$ cat src/rtl/lbus_decoder.sv
// ---------------------------------------------------------------------------
// lbus_decoder
//
// Local-bus decoder and response sequencer between the core data-memory port
// and up to NSLV peripheral slaves. Each access is decoded against a table of
// base/mask pairs, forwarded to the selected slave, and held until that slave
// raises its ready or a watchdog expires. Unmapped and stalled accesses
// complete with an error response. All outputs come from flops.
//
// Optional feature (compile-time macro LBUS_ERRLOG_EN):
//   When defined, a sticky log records the address and cause of the first
//   faulting access until err_clr. When undefined, the log ports read as zero
//   and no log storage exists.
//
// Parameters:
//   XLEN      bus address/data width
//   NSLV      number of slave regions (1..8)
//   SLV_BASE  packed base addresses, slot i at [i*XLEN +: XLEN]
//   SLV_MASK  packed decode masks, same packing
//   TIMEOUT   max ACCESS cycles before abort (2..255)
//
// Ports:
//   clk, rst             clock; synchronous active-high reset
//   m_req/m_addr/m_wdata/m_we
//                        master request (sampled only while idle)
//   m_busy               high whenever an access is in flight
//   m_ready/m_err/m_rdata
//                        one-cycle completion strobe with status and data
//   s_sel/s_addr/s_wdata/s_we
//                        slave-side select and latched request
//   s_rdata/s_ready      packed slave read data and per-slave ready
//   err_clr              clears the error log
//   err_valid/err_addr/err_cause
//                        error log contents (01 unmapped, 10 timeout)
// ---------------------------------------------------------------------------
module lbus_decoder #(
    parameter int                   XLEN     = 32,
    parameter int                   NSLV     = 4,
    parameter logic [NSLV*XLEN-1:0] SLV_BASE = {32'h3000_0000, 32'h2000_0000,
                                                32'h1000_0000, 32'h0000_0000},
    parameter logic [NSLV*XLEN-1:0] SLV_MASK = {NSLV{32'hF000_0000}},
    parameter int                   TIMEOUT  = 16
) (
    input  logic                 clk,
    input  logic                 rst,
    // master side
    input  logic                 m_req,
    input  logic [XLEN-1:0]      m_addr,
    input  logic [XLEN-1:0]      m_wdata,
    input  logic [2:0]           m_we,
    output logic                 m_busy,
    output logic                 m_ready,
    output logic                 m_err,
    output logic [XLEN-1:0]      m_rdata,
    // slave side
    output logic [NSLV-1:0]      s_sel,
    output logic [XLEN-1:0]      s_addr,
    output logic [XLEN-1:0]      s_wdata,
    output logic [2:0]           s_we,
    input  logic [NSLV*XLEN-1:0] s_rdata,
    input  logic [NSLV-1:0]      s_ready,
    // error log
    input  logic                 err_clr,
    output logic                 err_valid,
    output logic [XLEN-1:0]      err_addr,
    output logic [1:0]           err_cause
);

    localparam int IW = (NSLV > 1) ? $clog2(NSLV) : 1;

    localparam logic [1:0] CAUSE_UNMAPPED = 2'b01;
    localparam logic [1:0] CAUSE_TIMEOUT  = 2'b10;

    typedef enum logic [1:0] {
        IDLE,
        ACCESS,
        RESP
    } state_t;

    state_t          state_q, state_d;
    logic [IW-1:0]   idx_q, idx_d;
    logic [7:0]      cnt_q, cnt_d;

    // next values for the registered outputs
    logic            busy_d, ready_d, err_d;
    logic [XLEN-1:0] rdata_d, addr_d, wdata_d;
    logic [NSLV-1:0] sel_d;
    logic [2:0]      we_d;
    logic [1:0]      cause_d;

    // -----------------------------------------------------------------------
    // Address decode. Scanning from the top slot down lets the lowest
    // matching index overwrite higher ones, so overlaps resolve to the lowest.
    // -----------------------------------------------------------------------
    logic            hit_any;
    logic [IW-1:0]   hit_idx;

    always_comb begin
        hit_any = 1'b0;
        hit_idx = '0;
        for (int i = NSLV - 1; i >= 0; i--) begin
            if ((m_addr & SLV_MASK[i*XLEN +: XLEN]) == SLV_BASE[i*XLEN +: XLEN]) begin
                hit_any = 1'b1;
                hit_idx = IW'(i);
            end
        end
    end

    // Only the selected slave's ready and data matter.
    logic            sel_ready;
    logic [XLEN-1:0] sel_rdata;

    assign sel_ready = s_ready[idx_q];
    assign sel_rdata = s_rdata[idx_q*XLEN +: XLEN];

    // -----------------------------------------------------------------------
    // FSM state register
    // -----------------------------------------------------------------------
    always_ff @(posedge clk) begin
        if (rst) begin
            state_q <= IDLE;
            idx_q   <= '0;
            cnt_q   <= '0;
        end else begin
            state_q <= state_d;
            idx_q   <= idx_d;
            cnt_q   <= cnt_d;
        end
    end

    // -----------------------------------------------------------------------
    // Next-state and next-output logic. Outputs are computed one cycle ahead
    // so every port is driven straight from a flop.
    // -----------------------------------------------------------------------
    always_comb begin
        state_d = state_q;
        idx_d   = idx_q;
        cnt_d   = cnt_q;
        ready_d = 1'b0;
        err_d   = m_err;
        rdata_d = m_rdata;
        sel_d   = '0;
        addr_d  = s_addr;
        wdata_d = s_wdata;
        we_d    = 3'b000;
        cause_d = 2'b00;

        case (state_q)
            IDLE: begin
                if (m_req) begin
                    addr_d  = m_addr;
                    wdata_d = m_wdata;
                    if (hit_any) begin
                        state_d        = ACCESS;
                        idx_d          = hit_idx;
                        cnt_d          = '0;
                        sel_d[hit_idx] = 1'b1;
                        we_d           = m_we;
                    end else begin
                        // no slave is ever selected for an unmapped address
                        state_d = RESP;
                        ready_d = 1'b1;
                        err_d   = 1'b1;
                        rdata_d = '0;
                        cause_d = CAUSE_UNMAPPED;
                    end
                end
            end

            ACCESS: begin
                sel_d = s_sel;
                we_d  = s_we;
                if (sel_ready) begin
                    state_d = RESP;
                    ready_d = 1'b1;
                    err_d   = 1'b0;
                    // writes return zero so stale slave data never leaks out
                    rdata_d = (s_we == 3'b000) ? sel_rdata : '0;
                    sel_d   = '0;
                    we_d    = 3'b000;
                end else if (cnt_q == 8'(TIMEOUT - 1)) begin
                    // counter started at 0 on entry, so this is the
                    // TIMEOUT-th cycle with the slave selected
                    state_d = RESP;
                    ready_d = 1'b1;
                    err_d   = 1'b1;
                    rdata_d = '0;
                    sel_d   = '0;
                    we_d    = 3'b000;
                    cause_d = CAUSE_TIMEOUT;
                end else begin
                    cnt_d = cnt_q + 8'd1;
                end
            end

            RESP: begin
                state_d = IDLE;
            end

            default: begin
                state_d = IDLE;
            end
        endcase

        busy_d = (state_d != IDLE);
    end

    // -----------------------------------------------------------------------
    // Output registers
    // -----------------------------------------------------------------------
    always_ff @(posedge clk) begin
        if (rst) begin
            m_busy  <= 1'b0;
            m_ready <= 1'b0;
            m_err   <= 1'b0;
            m_rdata <= '0;
            s_sel   <= '0;
            s_addr  <= '0;
            s_wdata <= '0;
            s_we    <= 3'b000;
        end else begin
            m_busy  <= busy_d;
            m_ready <= ready_d;
            m_err   <= err_d;
            m_rdata <= rdata_d;
            s_sel   <= sel_d;
            s_addr  <= addr_d;
            s_wdata <= wdata_d;
            s_we    <= we_d;
        end
    end

    // -----------------------------------------------------------------------
    // Error log. The entry is written on the same edge that raises m_ready,
    // so err_valid appears together with the faulting response.
    // -----------------------------------------------------------------------
`ifdef LBUS_ERRLOG_EN
    logic err_evt;
    assign err_evt = ready_d & err_d;

    always_ff @(posedge clk) begin
        if (rst) begin
            err_valid <= 1'b0;
            err_addr  <= '0;
            err_cause <= 2'b00;
        end else if (err_evt && (!err_valid || err_clr)) begin
            // a fault arriving with a clear wins over the clear
            err_valid <= 1'b1;
            err_addr  <= addr_d;
            err_cause <= cause_d;
        end else if (err_clr) begin
            err_valid <= 1'b0;
            err_addr  <= '0;
            err_cause <= 2'b00;
        end
    end
`else
    assign err_valid = 1'b0;
    assign err_addr  = '0;
    assign err_cause = 2'b00;

    logic unused_errlog;
    assign unused_errlog = &{1'b0, err_clr, cause_d};
`endif

endmodule

$ cat config.mk
export PLATFORM = sky130hd
export DESIGN_NAME = lbus_decoder
export DESIGN_NICKNAME = d
export VERILOG_FILES = /design/src/rtl/lbus_decoder.sv
export SDC_FILE = /design/constraint.sdc
export NUM_CORES = 1
export LEC_CHECK = 0
export ABC_AREA = 1
export BUFFER_PORTS_ARGS = -buffer_cell sky130_fd_sc_hd__buf_4
export CAP_MARGIN = 40
export CORE_AREA = 8 8 129 131
export DETAILED_ROUTE_END_ITERATION = 12
export DIE_AREA = 0 0 137 139
export GPL_TIMING_DRIVEN = 1
export PLACE_DENSITY = 0.81
export SLEW_MARGIN = 10
export SYNTH_ARGS = -nofsm -noshare
export SYNTH_HDL_FRONTEND = slang
export SYNTH_SLANG_ARGS = --single-unit
$ cat constraint.sdc
create_clock -name clk -period 2.2 [get_ports clk]
set_input_delay 0.22 -clock clk [delete_from_list [all_inputs] [get_ports clk]]
set_output_delay 0.22 -clock clk [all_outputs]
set_load 0.01 [all_outputs]
==> flow_metrics.tcl <==
set metrics [dict create \
    min_period_ps 1710 \
    first_pass_iters 5 \
    async_flop_share_pct 0 \
    peakVddDrop_uv 702 \
    drv_cap 0 \
    num_vias 7538 \
    synth_top_cell_by_area "dfxtp_1" \
    cp.required_ps 2490 \
    post-place-ws_ps 507 \
    crit_start "cnt_q[0]" \
    r2r_cells 9 \
    swShare_pct 26.4 \
    worstReg2RegStart "cnt_q[0]" \
    status "complete, no violations" \
    cts_resized 0 \
    drv_slew 0 \
    pwr-share-seq_pct 35.8 \
    wirelength_mm 22.8 \
    synth_top_cell_area_share_pct 35.3 \
    setup_ws_ps 488 \
    finalHoldViolCount 0 \
    grt_pass1_wl_mm 35.4 \
    core_um2 14800 \
    met2_usage_pct 39.5 \
    grt_overflow 0 \
    ys_seq_area_share_pct 35.3 \
    grtUsageTotal_pct 23.2 \
    fin_worst_skew_ps 7.74 \
    utilization_pct 65.4 \
    antenna_left 0 \
    rr_endpoint "m_rdata[28]" \
    place_hpwl_mm 17.4 \
    rsz0062_at_grt "false" \
    power_switching_mw 1.77 \
    ys.flop_type "dfxtp_1" \
    worstPathArrival_ps 2000 \
    cts_setup_buffers 0 \
    start_util_pct 45.4 \
    worstSetupEndpoint "m_rdata[28]" \
    routedWlPerCell_um 14.2 \
    clockBufferDepth 2 \
    synth_cell_types 28 \
    die_x_um 137 \
    holdBufCountCts 0 \
    die_area_um2 19000 \
    io_pins 344 \
    fin_nets 1603 \
    synth-edff-count 0 \
    num_antenna_cells 0 \
    cp-end-kind "flip-flop" \
    post-route-period-util_pct 77.8 \
    cts-root-buf "clkbuf_16" \
    drt-initial-drc-count 332 \
    h-tree-depth 4 \
    path_clk_slew_ps 60 \
    crit_path_start_kind "flip-flop" \
    grt_pass1_vias 7117 \
    die_y_um 139 \
    drc 0 \
    clkLatencyLatePin_ps 400 \
    ys_seq_elements 118 \
    critical_path_class "reg2reg" \
    synthCells 1123 \
    cts_tree "yes" \
    synth_commonest_cells "nand2_1, nor2_1, inv_1, dfxtp_1, nand3_1" \
    rrSetupSlack_ps 490 \
    holdCritPathClass "in2reg" \
    fmax_mhz 584 \
    setup_viol 0 \
    internal_power_mw 4.93 \
    grt_use_met1_pct 24.4 \
    synth_area_leaders "dfxtp_1, nand2_1, nor2_1, inv_1, nand3_1" \
    yosys_warnings 0 \
    syn-cell-area_um2 6700 \
    power_frac_clock_pct 43.7 \
    portBuffers 307 \
    grt_max_degree 68 \
    top_usage_layer "met2" \
    place.gp.congestion 0.831 \
    avgSynthCellArea_um2 5.96 \
    antenna_found_initial 0 \
    numCtsBuffers 17 \
    cellPowerDensity_nw_per_um2 694 \
    use_met3_pct 10.0 \
    rows 45 \
    yosysMostFrequentCell "nand2_1" \
    drive_above_1_share_pct 26.5 \
    area_growth_pct 44.0 \
    p_leak_nw 5.43 \
    hold_slack_ps 33.7 \
    combPwrFrac_pct 20.5 \
    crit_fanout 27 \
    avgViaCountPerCell 4.71 \
    fin_tns_setup_ps 0 \
    cts_sinks 118 \
]
==> cell type report <==
cell class              instances  area (um^2)
fillers                      1374         5110
multi-input cells             757         3210
repair buffers                326         2530
flip-flops and latches        118         2360
inverters                     179          672
clock buffers                  20          457
well taps                     188          235
clock inverters                12          176
==> how the worst min path moves through the flow <==
| stage | start | endpoint | depth (start not counted) |
|---|---|---|---|
| after CTS | m_wdata[18] | s_wdata[18] | 3 |
| after floorplan | m_addr[10] | s_addr[10] | 2 |
| after global placement | m_wdata[28] | s_wdata[28] | 3 |
| after detailed placement | m_wdata[25] | s_wdata[25] | 3 |
| after global routing | m_wdata[14] | s_wdata[14] | 3 |
| final | m_wdata[27] | s_wdata[27] | 3 |
==> registers in the layout, indices dropped and copies added (netlist names) <==
signal	cells
m_rdata	32
m_ready	1
idx_q	2
state_q	2
s_sel	4
m_busy	1
s_addr	32
m_err	1
s_wdata	32
cnt_q	8
s_we	3
==> power by group through the flow <==
| stage | Combinational (mW) | Sequential (mW) | Clock, mW |
|---|---|---|---|
| after detailed placement | 1.38 | 2.44 | 0 |
| after global placement | 1.35 | 2.43 | 0 |
| final | 1.37 | 2.40 | 2.93 |
| after floorplan | 0.652 | 2.51 | 0 |
| after global routing | 1.53 | 2.42 | 3.09 |
| after CTS | 1.38 | 2.40 | 2.98 |
==> metal layers <==
metal | routed length [um] | share of wire, %
met1 | 8580 | 38
met3 | 2580 | 11
met5 | 0 | 0
met2 | 11100 | 49
met4 | 528 | 2.3
==> critical path: stages, from the launching register on <==
cell and delay, ps:
dfxtp_1 370, ha_1 180, nand2_1 110, nor2_1 100, nand3_1 90, nand2_1 90, nand2_2 200, buf_12 250
a21oi_1 140, nor2_1 60
==> kinds of logic (layout without fill, tap and decap cells) <==
family / Yosys count / after routing / share of synthesized area, %
adder cells (fa/ha/maj): 1 / 1 / 0.187
buffers and inverters: 282 / 537 / 18.8
other: 1 / 35 / 0.0560
flip-flops: 118 / 118 / 35.3
AND/OR/NAND/NOR: 603 / 603 / 36.7
AO/OA/AOI/OAI: 118 / 118 / 8.97
==> cell usage in the layout (no fill, tap or decap) <==
cell and n:
buf_4 319, nand2_1 269, nor2_1 206, inv_1 172, dfxtp_1 117, nand3_1 115
o21ai_0 64, a21oi_1 50, conb_1 35, clkbuf_16 17, inv_2 7, buf_12 7
nand2_2 4, bufinv_16 4, clkinv_2 3, clkinv_4 3, o21bai_1 2, nand4_1 2
clkbuf_8 2, clkinvlp_4 2, nor2_4 1, nor2_2 1, nor3_4 1, nor3b_1 1
a21boi_1 1, nand3b_1 1, nor3_2 1, a211oi_1 1, or2_2 1, ha_1 1
clkbuf_1 1, dfxtp_2 1
==> per-stage QoR <==
step	cells	power (mW)	cell area, um^2
floorplan	1157	3.16	6830
global placement	1567	3.79	8990
detailed placement	1568	3.82	9010
CTS	1600	6.76	9640
global route	1600	7.03	9640
finish	1600	6.70	9640
No activity file was read; power rests on OpenSTA's default activity.
